### src/rtl/qrs_pkg.sv
// Shared types and constants for the QRS detection scheduler.
package qrs_pkg;

  typedef enum logic [1:0] {
    ST_LEARN   = 2'd0,
    ST_SEARCH  = 2'd1,
    ST_TRACK   = 2'd2,
    ST_REFRACT = 2'd3
  } qrs_state_e;

  localparam int SPK_SHIFT = 3;
  localparam int THR_SHIFT = 1;
  localparam int THR_FLOOR = 1;

endpackage

### src/rtl/qrs_rr_timer.sv
// Sample timestamp, peak-position registers and modular R-R interval.
module qrs_rr_timer #(
  parameter int              RR_W   = 32,
  parameter logic [RR_W-1:0] TS_RST = '0
) (
  input  logic            clk,
  input  logic            rst,
  input  logic            sample_valid_i,
  input  logic            pk_load_i,
  input  logic            det_i,
  output logic            rr_valid_o,
  output logic [RR_W-1:0] r_r_int_o
);

  logic [RR_W-1:0] tstamp_q, pk_t_q, last_pk_t_q, rr_q;
  logic [RR_W-1:0] pk_t_cur;
  logic            first_q, rr_valid_q;

  // A peak can be captured and declared on the same sample (TRACK timeout).
  assign pk_t_cur = pk_load_i ? tstamp_q : pk_t_q;

  always_ff @(posedge clk) begin
    if (!rst) begin
      tstamp_q    <= TS_RST;
      pk_t_q      <= '0;
      last_pk_t_q <= '0;
      rr_q        <= '0;
      first_q     <= 1'b1;
      rr_valid_q  <= 1'b0;
    end else begin
      rr_valid_q <= 1'b0;
      if (sample_valid_i) begin
        tstamp_q <= tstamp_q + RR_W'(1);
        if (pk_load_i) pk_t_q <= tstamp_q;
        if (det_i) begin
          last_pk_t_q <= pk_t_cur;
          first_q     <= 1'b0;
          if (!first_q) begin
            rr_q       <= pk_t_cur - last_pk_t_q;
            rr_valid_q <= 1'b1;
          end
        end
      end
    end
  end

  assign rr_valid_o = rr_valid_q;
  assign r_r_int_o  = rr_q;

endmodule

### src/rtl/qrs_sched.sv
// QRS detection scheduler: adaptive threshold, peak tracking, R-R output.
//   state   | meaning
//   LEARN   | collect max over initial window to seed spk/thr
//   SEARCH  | wait for sample above thr; halve thr on long silence
//   TRACK   | follow rising peak until it falls below half or times out
//   REFRACT | blank input after a detection
module qrs_sched
  import qrs_pkg::*;
#(
  parameter int              DW          = 16,
  parameter int              RR_W        = 32,
  parameter int              LEARN_LEN   = 360,
  parameter int              REFRACT_LEN = 72,
  parameter int              RR_MAX      = 720,
  parameter logic [RR_W-1:0] TS_RST      = '0
) (
  input  logic            clk,
  input  logic            rst,
  input  logic            sample_valid,
  input  logic [DW-1:0]   slope_mag,
  output logic            r_peak,
  output logic            rr_valid,
  output logic [RR_W-1:0] r_r_int,
  output logic [DW-1:0]   thr,
  output logic [1:0]      state
);

  localparam int CNT_TOP = (RR_MAX > LEARN_LEN)
                         ? ((RR_MAX > REFRACT_LEN) ? RR_MAX : REFRACT_LEN)
                         : ((LEARN_LEN > REFRACT_LEN) ? LEARN_LEN : REFRACT_LEN);
  localparam int CW = $clog2(CNT_TOP + 1);

  qrs_state_e    state_q, state_d;
  logic [CW-1:0] cnt_q, cnt_d;
  logic [DW-1:0] pk_val_q, pk_val_d, spk_q, spk_d, thr_q, thr_d;
  logic          r_peak_q;
  logic [DW-1:0] pk_new, spk_new, thr_half, thr_to;
  logic [DW+2:0] spk_sum;
  logic          pk_load, det;

  assign pk_new   = (slope_mag >= pk_val_q) ? slope_mag : pk_val_q;
  assign spk_sum  = ((DW+3)'(spk_q) << SPK_SHIFT) - (DW+3)'(spk_q) + (DW+3)'(pk_new);
  assign spk_new  = DW'(spk_sum >> SPK_SHIFT);
  assign thr_half = thr_q >> THR_SHIFT;
  assign thr_to   = (thr_half < DW'(THR_FLOOR)) ? DW'(THR_FLOOR) : thr_half;

  always_ff @(posedge clk) begin
    if (!rst) begin
      state_q  <= ST_LEARN;
      cnt_q    <= '0;
      pk_val_q <= '0;
      spk_q    <= '0;
      thr_q    <= '0;
      r_peak_q <= 1'b0;
    end else begin
      state_q  <= state_d;
      cnt_q    <= cnt_d;
      pk_val_q <= pk_val_d;
      spk_q    <= spk_d;
      thr_q    <= thr_d;
      r_peak_q <= det;
    end
  end

  always_comb begin
    state_d  = state_q;
    cnt_d    = cnt_q;
    pk_val_d = pk_val_q;
    spk_d    = spk_q;
    thr_d    = thr_q;
    pk_load  = 1'b0;
    det      = 1'b0;
    if (sample_valid) begin
      case (state_q)
        ST_LEARN: begin
          pk_val_d = pk_new;
          cnt_d    = cnt_q + 1'b1;
          if (cnt_q == CW'(LEARN_LEN - 1)) begin
            spk_d   = pk_new;
            thr_d   = pk_new >> THR_SHIFT;
            cnt_d   = '0;
            state_d = ST_SEARCH;
          end
        end
        ST_SEARCH: begin
          if (slope_mag > thr_q) begin
            pk_val_d = slope_mag;
            pk_load  = 1'b1;
            cnt_d    = '0;
            state_d  = ST_TRACK;
          end else if (cnt_q == CW'(RR_MAX - 1)) begin
            thr_d = thr_to;
            cnt_d = '0;
          end else begin
            cnt_d = cnt_q + 1'b1;
          end
        end
        ST_TRACK: begin
          pk_val_d = pk_new;
          pk_load  = (slope_mag >= pk_val_q);
          cnt_d    = cnt_q + 1'b1;
          if ((slope_mag < (pk_val_q >> 1)) || (cnt_q == CW'(REFRACT_LEN - 1))) begin
            det     = 1'b1;
            spk_d   = spk_new;
            thr_d   = spk_new >> THR_SHIFT;
            cnt_d   = '0;
            state_d = ST_REFRACT;
          end
        end
        ST_REFRACT: begin
          if (cnt_q == CW'(REFRACT_LEN - 1)) begin
            cnt_d   = '0;
            state_d = ST_SEARCH;
          end else begin
            cnt_d = cnt_q + 1'b1;
          end
        end
        default: state_d = ST_LEARN;
      endcase
    end
  end

  qrs_rr_timer #(
    .RR_W   (RR_W),
    .TS_RST (TS_RST)
  ) u_rr_timer (
    .clk            (clk),
    .rst            (rst),
    .sample_valid_i (sample_valid),
    .pk_load_i      (pk_load),
    .det_i          (det),
    .rr_valid_o     (rr_valid),
    .r_r_int_o      (r_r_int)
  );

  assign r_peak = r_peak_q;
  assign thr    = thr_q;
  assign state  = state_q;

endmodule

### config.mk
export PLATFORM = sky130hd
export DESIGN_NAME = qrs_sched
export DESIGN_NICKNAME = d
export VERILOG_FILES = /design/src/rtl/qrs_pkg.sv /design/src/rtl/qrs_rr_timer.sv /design/src/rtl/qrs_sched.sv
export SDC_FILE = /design/constraint.sdc
export NUM_CORES = 1
export LEC_CHECK = 0
export ABC_AREA = 1
export CORE_ASPECT_RATIO = 1.1
export CORE_UTILIZATION = 45
export DETAILED_ROUTE_END_ITERATION = 8
export SLEW_MARGIN = 20
export SYNTH_ARGS = -nofsm -noshare
export SYNTH_HDL_FRONTEND = slang
export SYNTH_SLANG_ARGS = --single-unit
### constraint.sdc
create_clock -name clk -period 9.15 [get_ports clk]
set_input_delay 1.83 -clock clk [delete_from_list [all_inputs] [get_ports clk]]
set_output_delay 1.83 -clock clk [all_outputs]
set_load 0.01 [all_outputs]
==> results by group, run 1 <==
Outcome
  • Status: finished clean

Floorplan
  • Die Area: 0.0278 mm2
  • # IOs: 71
  • Core area: 0.0264 mm2
  • Horiz. Die Dim: 159 um
  • # rows: 62
  • Chip height: 175 um
  • Starting Density: 46.3%

Cells and area
  • Fill cell count: 2668
  • Area delta synth->final: 12.9%
  • # diodes: 0
  • Share of cells above drive strength 1: 5.91%
  • Register Area: 0.00380 mm2
  • Nets: 1932
  • Area of the multi-input gates: 0.00711 mm2
  • Non-filler cells in the finished layout: 2162

Clock network
  • Clk_lat worst skew: 0.44 ns
  • H-tree levels: 4
  • Post-CTS Repair Setup Buffers: 0
  • Num CTS Buffers: 17
  • Clock net sink count: 190
  • Max Root-Sink Buffers: 2
  • Hold buffers post-CTS: 0
  • TritonCTS clock tree: done
  • Root Buffer: clkbuf_16
  • Resized Gates After CTS: 0
  • Clk slew on worst S/H paths: 0.07 ns

Worst setup path
  • Critical Path AT: 6.78 ns
  • Startpoint types: input pin
  • Worst R2R Setup Slack: 4.22 ns
  • Kind of critical path: input pin to register
  • CP endpoint: u_rr_timer.r_r_int_o[24]
  • Worst setup path startpoint: slope_mag[1]
  • Worst r2r dst: u_rr_timer.r_r_int_o[24]
  • Worst EP required: 9.47 ns
  • Reg2Reg Depth: 28
  • RR Startpoint: pk_val_q[3]
  • Crit end category: register
  • Peak fanout along the critical path: 32

Yosys
  • Post-Syn Instances: 1759
  • Cell taking the most area after synthesis: dfxtp_1
  • Seq/Total Area, Yosys: 31.1%
  • Post-synth top flop: dfxtp_1
  • Synthesized area: 0.0122 mm2
  • Post-synth cell types: 53
  • Syn Nets: 1893
  • Synth area leaders: dfxtp_1 (31%), ha_1 (10%), a21oi_1 (9.2%), nand2_1 (9.2%), inv_1 (8.4%)
  • Synth Register Bits: 190
  • Async SR Flop Fraction: 0%
  • Average size of a mapped cell: 6.95 um2
  • Synth warn: 0
  • Top cell type's share of synthesized area: 31.1%
  • Post-synth EDFFs: 0

Route
  • Wire per inst: 14.8 um
  • Vias: 11.2k
  • DRC: 0
  • Post-Route WL: 32.0 mm
  • Detailed Route Iter0 Violations: 723
  • Router iterations before antenna repair: 5
  • Final ANT Viol Nets: 0
  • Via density per instance: 5.20

Timing
  • Fin crit period: 6.46 ns
  • Final hold viol count: 0
  • Worst Clk Skew: 0.0132 ns
  • Min setup slack post-route: 2.69 ns
  • Worst Max-Slew Pin Slew: 1.02 ns
  • FMAX: 0.155 GHz
  • Worst rel slew slack: 31.9%
  • Final worst-path cycle share: 70.6%
  • Final setup viols: 0
  • Unrepaired setup endpoints after global routing: no
  • Pins Over Slew Limit: 0
  • Setup TNS: 0 ns

Place
  • # placed instances: 2131
  • Routability cong.: 0.941
  • Post-Place Worst Slack: 2.28 ns
  • Number of I/O port buffers: 69
  • Final HPWL DP: 24.2 mm

Power and ir drop
  • Leak: 5.90 nW
  • VDD IR-drop max: 0.0948 mV
  • PwrDens: 145 mW/mm2

Flow run
  • Max-cap violation count: 0

GRT
  • Initial antenna violation count: 0
  • Total GRT Usage: 23.6%
  • First-pass GRT wire length: 53.2 mm
  • Remaining Overflow, GRT: 0
  • Vias in the first global route: 10.7k
  • Pin count of the biggest net entering global routing: 91

Min path
  • Hold path start: u_rr_timer.r_r_int_o[9]
  • Hold Crit Class: register to register
power breakdown:
group          switching, mW  leakage, nW  total, mW  internal [mW]
registers            0.00413         1.53      0.838          0.834
logic                  0.238         4.06      0.362          0.124
clock network          0.335        0.301      0.802          0.467
total                  0.577         5.90       2.00           1.43
worst min path at each step:
stage	to	cells after the start
after global routing	u_rr_timer.r_r_int_o[11]	2
after CTS	u_rr_timer.r_r_int_o[9]	2
final	u_rr_timer.r_r_int_o[9]	2
after floorplan	u_rr_timer.tstamp_q[31]	2
after global placement	u_rr_timer.r_r_int_o[11]	2
after detailed placement	u_rr_timer.r_r_int_o[7]	2
cell type report:
class	instances	area share, %
timing repair buffer	78	5.46
inverter	285	7.76
tap	352	3.19
multi-input combinational	1226	51.5
clock inverter	12	1.33
sequential	190	27.6
clock buffer	19	3.21
through the flow:
stage	area [um2]	utilization [%]	power (mW)	hold WS [ns]
global route	13800	52.3	2.11	0.488
finish	13800	52.3	2.00	0.465
CTS	13800	52.3	2.02	0.467
floorplan	12200	-	1.12	0.451
detailed placement	13200	50.0	1.22	0.457
global placement	13200	50.0	1.21	0.454
worst max-delay path, stage by stage:
cell	delay [ns]
clkdlybuf4s50_1	0.53
ha_1	0.36
nand2_1	0.06
nor2_1	0.08
nor2_1	0.04
nand2_1	0.05
nand2_1	0.05
nand2_1	0.05
nand2_1	0.07
nand2_2	0.45
nand2_1	0.13
o21ai_2	0.13
nand2_2	0.25
nand2_1	0.12
nand2_1	0.05
inv_1	0.09
ha_1	0.19
inv_1	0.12
fa_1	0.53
nand3_1	0.14
nand2_1	0.09
a21oi_1	0.33
o21ai_0	0.23
a21o_1	0.25
nand3_1	0.08
o2111ai_1	0.11
xnor2_1	0.24
a21oi_1	0.10
flip-flops by register name (all words and copies together) (netlist names):
register	count
u_rr_timer.last_pk_t_q	32
u_rr_timer.r_r_int_o	32
thr	15
u_rr_timer.first_q	1
u_rr_timer.tstamp_q	32
r_peak	1
u_rr_timer.pk_t_q	32
u_rr_timer.rr_valid_o	1
state	2
spk_q	16
cnt_q	10
pk_val_q	16
placed cells by master, fill, tap and decap left out, types with 3 or more instances in the layout:
| cell | n |
|---|---|
| fa_1 | 14 |
| nand4_1 | 19 |
| dfxtp_1 | 190 |
| xor2_1 | 21 |
| a31oi_1 | 10 |
| nor4_1 | 9 |
| inv_2 | 8 |
| o21ai_2 | 23 |
| a221oi_1 | 3 |
| nand2_2 | 7 |
| nand3_1 | 35 |
| o21bai_1 | 3 |
| o21a_1 | 10 |
| o211ai_2 | 3 |
| or2_2 | 5 |
| inv_6 | 4 |
| xnor2_1 | 11 |
| bufinv_16 | 4 |
| nor3_2 | 3 |
| nor2_1 | 164 |
| ha_1 | 101 |
| o211ai_1 | 11 |
| nand2_1 | 298 |
| a21oi_1 | 224 |
| inv_1 | 274 |
| clkdlybuf4s50_1 | 68 |
| a211oi_1 | 23 |
| clkbuf_16 | 17 |
| buf_4 | 9 |
| o21ai_1 | 14 |
| nor2_2 | 5 |
| o21ai_0 | 144 |
| a21o_1 | 5 |
| nor2_4 | 4 |
| nor3_1 | 33 |
cells by family (layout without fill, tap and decap cells):
kind of cell               count (synthesis)  count (layout)  synth area share (%)
xor gates and xnor gates                  32              32                  2.29
adders and majority gates                115             115                  12.6
other                                      1               1                0.0307
and+or+nand+nor                          593             593                  20.7
DFF                                      190             190                  31.1
buffers and inverters                    343             394                  10.7
AOI/OAI and AO/OA                        485             485                  22.4
per-layer routing:
layer	track usage (%)	vias to the layer above	routed length, um
met3	3.06	62	1000
met1	28.7	5071	14500
met5	0	-	0
met4	10.9	0	1210
met2	41.4	242	15300
li1	-	5868	-
synthesized netlist by cell type (2+ instances only):
cell      number
nand2_1      298
inv_1        275
a21oi_1      224
dfxtp_1      190
nor2_1       164
o21ai_0      144
ha_1         101
clkbuf_1      40
nand3_1       35
nor3_1        33
a211oi_1      23
o21ai_2       23
xor2_1        21
nand4_1       19
buf_2         15
fa_1          14
o21ai_1       14
o211ai_1      11
xnor2_1       11
a31oi_1       10
o21a_1        10
nor4_1         9
inv_2          8
nand2_2        7
a21o_1         5
nor2_2         5
or2_2          5
nor2_4         4
a221oi_1       3
nor3_2         3
o211ai_2       3
o21bai_1       3
a21oi_2        2
a22oi_1        2
buf_4          2
clkinv_1       2
nand3b_1       2
nor3b_1        2
nor4_2         2
o31ai_1        2
Note: power is estimated with default switching activity, not from simulation.
==> run 2: changes to the inputs <==
- PLACE_DENSITY: unset -> 0.65
- clock period: 9.15 -> 5.9 ns (I/O delays scaled with it)
==> results by group, run 2 (synthesized netlist as in run 1, its figures left out) <==
Outcome
  • Status: finished clean

Timing
  • Final worst-path cycle share: 91.5%
  • Min setup slack post-route: 0.500 ns (-2.19 ns)
  • Setup TNS: 0 ns (unchanged)
  • Pins Over Slew Limit: 0 (unchanged)
  • Worst rel slew slack: 28.9% (-3.0 points)
  • Fin crit period: 5.40 ns
  • Final setup viols: 0 (unchanged)
  • Worst Max-Slew Pin Slew: 1.06 ns (+0.0444 ns)
  • Unrepaired setup endpoints after global routing: no
  • Worst Clk Skew: 0.0207 ns (+0.00748 ns)
  • FMAX: 0.185 GHz
  • Final hold viol count: 0 (unchanged)

Power and ir drop
  • Seq pwr share: 42.6% (+0.7 points)
  • PwrDens: 219 mW/mm2 (+51%)
  • VDD IR-drop max: 0.186 mV (+96%)
  • NetSw: 0.950 mW (+65%)
  • Leak: 5.97 nW (+1.3%)
  • Int Pwr: 2.10 mW (+47%)
  • Total power: 3.05 mW (+52%)
  • Sw frac: 31.1% (+2.3 points)
  • Logic pwr share: 19.1% (+1.0 points)
  • Clk pwr share: 38.3% (-1.7 points)

Cells and area
  • Share of cells above drive strength 1: 6.89% (+0.98 points)
  • # diodes: 0 (unchanged)
  • Area delta synth->final: 13.8%
  • Final Cell Area: 0.0139 mm2 (+0.78%)
  • Most common cell after layout, fill and taps aside: nand2_1
  • Nets: 1950 (+0.93%)
  • Most frequent cells in the layout: nand2_1 (298), inv_1 (274), a21oi_1 (224)

Place
  • Post-Place Worst Slack: 0.0645 ns (-2.21 ns)
  • Number of I/O port buffers: 69 (unchanged)
  • Final HPWL DP: 24.2 mm (+0.16%)
  • Routability cong.: 0.936 (-0.56%)
  • Post-place instance area: 0.0133 mm2 (+1.2%)

Route
  • Wire per inst: 14.7 um (-0.68%)
  • Vias: 11.4k (+1.3%)
  • Uppermost layer routed: met4
  • Post-Route WL: 32.0 mm (+0.19%)
  • Router iterations before antenna repair: 5 (unchanged)
  • WL met2: 15.7 mm (+2.6%)
  • Routed wl met3: 1.19 mm (+19%)
  • Detailed Route Iter0 Violations: 748 (+3.5%)
  • M1 WL: 14.1 mm (-2.8%)
  • DRC: 0 (unchanged)
  • Via density per instance: 5.22 (+0.40%)
  • Final ANT Viol Nets: 0 (unchanged)

Flow run
  • Max-cap violation count: 0 (unchanged)

Clock network
  • Clk slew on worst S/H paths: 0.07 ns (about the same)
  • Post-CTS Repair Setup Buffers: 0 (unchanged)
  • TritonCTS clock tree: done
  • H-tree levels: 4 (unchanged)
  • Clk_lat worst skew: 0.45 ns (about the same)
  • Hold buffers post-CTS: 0 (unchanged)
  • Root Buffer: clkbuf_16
  • Clock net sink count: 190 (unchanged)
  • Resized Gates After CTS: 0 (unchanged)
  • Num CTS Buffers: 17 (unchanged)
  • Max Root-Sink Buffers: 2 (unchanged)

Min path
  • Hold path start: u_rr_timer.r_r_int_o[16]
  • Hold Crit Class: register to register

Worst setup path
  • Critical Path AT: 5.74 ns (-1.04 ns)
  • Startpoint types: input pin
  • Max incr delay on CP: 0.50 ns (-0.03 ns)
  • WP buf/inv: 4 (+1)
  • Gate family responsible for the most delay along the worst path: simple AND/OR/NAND/NOR gates
  • RR Startpoint: thr[13]
  • Worst EP required: 6.24 ns (-3.23 ns)
  • Slowest CP cell: clkdlybuf4s50_1
  • Worst setup path startpoint: slope_mag[1]
  • Crit end category: register
  • Peak fanout along the critical path: 25 (-22%)
  • Most frequent CP cell: nand2_1
  • Kind of critical path: input pin to register

Floorplan
  • Horiz. Die Dim: 159 um (unchanged)
  • Core area: 0.0264 mm2 (unchanged)
  • # IOs: 71 (unchanged)
  • Chip height: 175 um (unchanged)
  • # rows: 62 (unchanged)
  • Die Area: 0.0278 mm2 (unchanged)
  • Starting Density: 46.3% (unchanged)

GRT
  • Total GRT Usage: 23.5% (-0.14 points)
  • Remaining Overflow, GRT: 0 (unchanged)
  • Initial antenna violation count: 0 (unchanged)
  • Vias in the first global route: 11.0k (+2.6%)
  • First-pass GRT wire length: 53.2 mm (about the same)
  • Pin count of the biggest net entering global routing: 74 (-19%)
## run 2: per-stage QoR
stage          std cells  hold WS [ns]  util, %
4_1_cts             2181         0.471     52.7
6_report            2181         0.467     52.7
3_3_place_gp        2149         0.450     50.6
2_1_floorplan       1759         0.451        -
3_5_place_dp        2149         0.455     50.6
5_1_grt             2181         0.482     52.7
## run 2: per-layer routing
metal,track usage [%],vias up
met4,10.2,0
met1,28.2,5160
li1,-,5902
met2,41.8,255
met5,0,-
met3,3.20,70
## run 2: worst paths after layout
check / to / slack (ns) / cells past startpoint
worst max register to register: u_rr_timer.r_r_int_o[29] / 1.15 / 26
worst max-delay path: u_rr_timer.r_r_int_o[29] / 0.50 / 28
worst min register to register: u_rr_timer.r_r_int_o[16] / 0.47 / 2
worst min-delay path: u_rr_timer.r_r_int_o[16] / 0.47 / 2
## run 2: cell type report
class	instances	area [um2]
inverter	285	1070
clock inverter	14	145
sequential	190	3800
timing repair buffer	96	913
fill	2621	12500
multi-input combinational	1226	7110
tap	352	440
clock buffer	18	429
## run 2: worst reg2reg max path, cell delays in order (launching register included)
cell	delay (ns)
dfxtp_1	0.49
inv_1	0.14
ha_1	0.36
nand4_1	0.16
nor3_1	0.16
nand2_1	0.09
o2111ai_2	0.07
nand2_1	0.15
o21ai_2	0.21
nand2_2	0.21
buf_12	0.23
nand2_1	0.08
o21ai_2	0.07
ha_1	0.37
nand2_1	0.14
nor4_1	0.47
nand4_1	0.19
nand3_1	0.20
nand2_1	0.08
o211ai_2	0.10
a21oi_1	0.15
o21ai_1	0.18
nor2_1	0.06
nor2_1	0.08
nand2_1	0.06
o211ai_1	0.08
inv_1	0.05
## run 2: power groups by stage
stage	sequential, mW	combinational (mW)	clock (mW)
2_1_floorplan	1.33	0.409	0
5_1_grt	1.30	0.666	1.24
3_3_place_gp	1.33	0.573	0
4_1_cts	1.30	0.583	1.19
3_5_place_dp	1.33	0.579	0
6_report	1.30	0.582	1.17
==> run 3: changes to the inputs <==
- CORE_UTILIZATION: 45 -> 50
- PLACE_DENSITY: 0.65 -> 0.71
==> results by group, run 3 (synthesized netlist as in run 1, its figures left out) <==
Clock network
  • Hold buffers post-CTS: 0 (unchanged)
  • Resized Gates After CTS: 0 (unchanged)
  • H-tree levels: 4 (unchanged)
  • Max Root-Sink Buffers: 2 (unchanged)
  • TritonCTS clock tree: done
  • Clk_lat worst skew: 0.44 ns (about the same)
  • Post-CTS Repair Setup Buffers: 0 (unchanged)
  • Root Buffer: clkbuf_16
  • Clock net sink count: 190 (unchanged)
  • Num CTS Buffers: 17 (unchanged)
  • Clk slew on worst S/H paths: 0.07 ns (about the same)

Timing
  • Hold_ws: 0.465 ns (-0.00189 ns)
  • Final worst-path cycle share: 90.2% (-1.4 points)
  • Pins Over Slew Limit: 0 (unchanged)
  • FMAX: 0.188 GHz (+1.5%)
  • Worst Max-Slew Pin Slew: 1.04 ns (-0.0237 ns)
  • Unrepaired setup endpoints after global routing: no
  • Worst Clk Skew: 0.0154 ns (-0.00533 ns)
  • Final hold viol count: 0 (unchanged)
  • Fin crit period: 5.32 ns (-0.0805 ns)
  • Final setup viols: 0 (unchanged)
  • Setup TNS: 0 ns (unchanged)
  • Worst rel slew slack: 30.5% (+1.6 points)

Route
  • Detailed Route Iter0 Violations: 846 (+13%)
  • Router iterations before antenna repair: 6 (+1)
  • Post-Route WL: 31.2 mm (-2.5%)
  • Final ANT Viol Nets: 0 (unchanged)
  • Vias: 11.4k (+0.044%)
  • Via density per instance: 5.34 (+2.3%)
  • Wire per inst: 14.7 um (-0.25%)
  • DRC: 0 (unchanged)

Cells and area
  • Most frequent cells in the layout: nand2_1 (298), inv_1 (274), a21oi_1 (224)
  • Share of cells above drive strength 1: 6.79% (-0.10 points)
  • Area delta synth->final: 13.1%
  • # diodes: 0 (unchanged)
  • Nets: 1948 (-0.10%)
  • Most common cell after layout, fill and taps aside: nand2_1

Worst setup path
  • Startpoint types: input pin
  • Crit end category: register
  • Reg2Reg Depth: 26 (unchanged)
  • Kind of critical path: input pin to register
  • Critical Path AT: 5.64 ns (-0.10 ns)
  • Worst EP required: 6.22 ns (-0.02 ns)
  • Peak fanout along the critical path: 11 (-56%)

Min path
  • Hold Crit Depth: 2 (unchanged)
  • Hold Crit Class: register to register

GRT
  • First-pass GRT wire length: 51.7 mm (-2.8%)
  • Pin count of the biggest net entering global routing: 70 (-5.4%)
  • Total GRT Usage: 25.7% (+2.2 points)
  • Initial antenna violation count: 0 (unchanged)
  • Remaining Overflow, GRT: 0 (unchanged)
  • Vias in the first global route: 10.9k (-0.48%)

Power and ir drop
  • Leak: 5.95 nW (-0.41%)
  • PwrDens: 218 mW/mm2 (-0.63%)
  • VDD IR-drop max: 0.146 mV (-22%)

Outcome
  • Status: finished clean

Flow run
  • Max-cap violation count: 0 (unchanged)

Place
  • Number of I/O port buffers: 69 (unchanged)
  • Routability cong.: 0.956 (+2.2%)
  • Final HPWL DP: 23.9 mm (-1.1%)

Floorplan
  • Core area: 0.0238 mm2 (-9.6%)
  • # rows: 59 (-4.8%)
  • # IOs: 71 (unchanged)
  • Die Area: 0.0251 mm2 (-9.9%)
  • Starting Density: 51.3% (+4.9 points)
  • Horiz. Die Dim: 151 um (-5.1%)
  • Chip height: 166 um (-5.1%)
-- run 3: path summary, 6_finish.rpt --
| path | slack (ns) | from | to |
|---|---|---|---|
| worst min-delay path | 0.46 | u_rr_timer.r_r_int_o[11] | u_rr_timer.r_r_int_o[11] |
| worst max-delay path | 0.58 | slope_mag[0] | thr[10] |
| worst max register to register | 1.48 | thr[13] | u_rr_timer.r_r_int_o[30] |
| worst min register to register | 0.46 | u_rr_timer.r_r_int_o[11] | u_rr_timer.r_r_int_o[11] |
-- run 3: worst max-delay path, stage by stage --
cell             delay (ns)
clkdlybuf4s50_1        0.57
inv_1                  0.09
ha_1                   0.30
nand2_1                0.07
nor2_1                 0.04
nor2_1                 0.08
nand2_1                0.08
nand2_1                0.06
nand2_1                0.06
nand2_1                0.11
nand2_2                0.08
buf_4                  0.17
o21ai_0                0.38
inv_1                  0.18
fa_1                   0.47
ha_1                   0.38
a21oi_1                0.17
o21ai_0                0.09
a21oi_1                0.12
o21ai_0                0.20
a21o_1                 0.22
o21ai_0                0.31
nand2_1                0.09
nand2_1                0.07
a21oi_1                0.06
-- run 3: through the flow --
step	setup slack [ns]	utilization [%]	power, mW	instances	area [um2]
global placement	0.145	55.6	1.89	2100	13200
detailed placement	0.145	55.6	1.91	2100	13200
finish	0.580	58.0	3.01	2132	13800
floorplan	1.38	-	1.74	1759	12200
global route	0.179	58.0	3.17	2132	13800
CTS	0.576	58.0	3.03	2132	13800
-- run 3: per-layer routing --
metal  vias to the layer above  part of all wire [%]  GRT usage [%]
met2                       262                    48           44.3
met5                         -                     0              0
met3                        71                   3.7           3.08
li1                       5891                     -              -
met1                      5168                    44           31.3
met4                         0                   4.3           12.2
-- run 3: layout make-up --
type	count	area (um2)
fillers	2298	10000
multi-input cells	1226	7110
clock buffers	19	443
inverters	285	1070
clock inverters	13	131
flip-flops and latches	190	3800
repair buffers	94	886
well taps	305	382
-- run 3: report_power, final --
part	leakage (nW)	switching, mW	total [mW]	internal (mW)
Combinational	4.14	0.376	0.584	0.208
Sequential	1.53	0.00658	1.30	1.29
Clock	0.273	0.560	1.13	0.569
Total	5.95	0.942	3.01	2.07
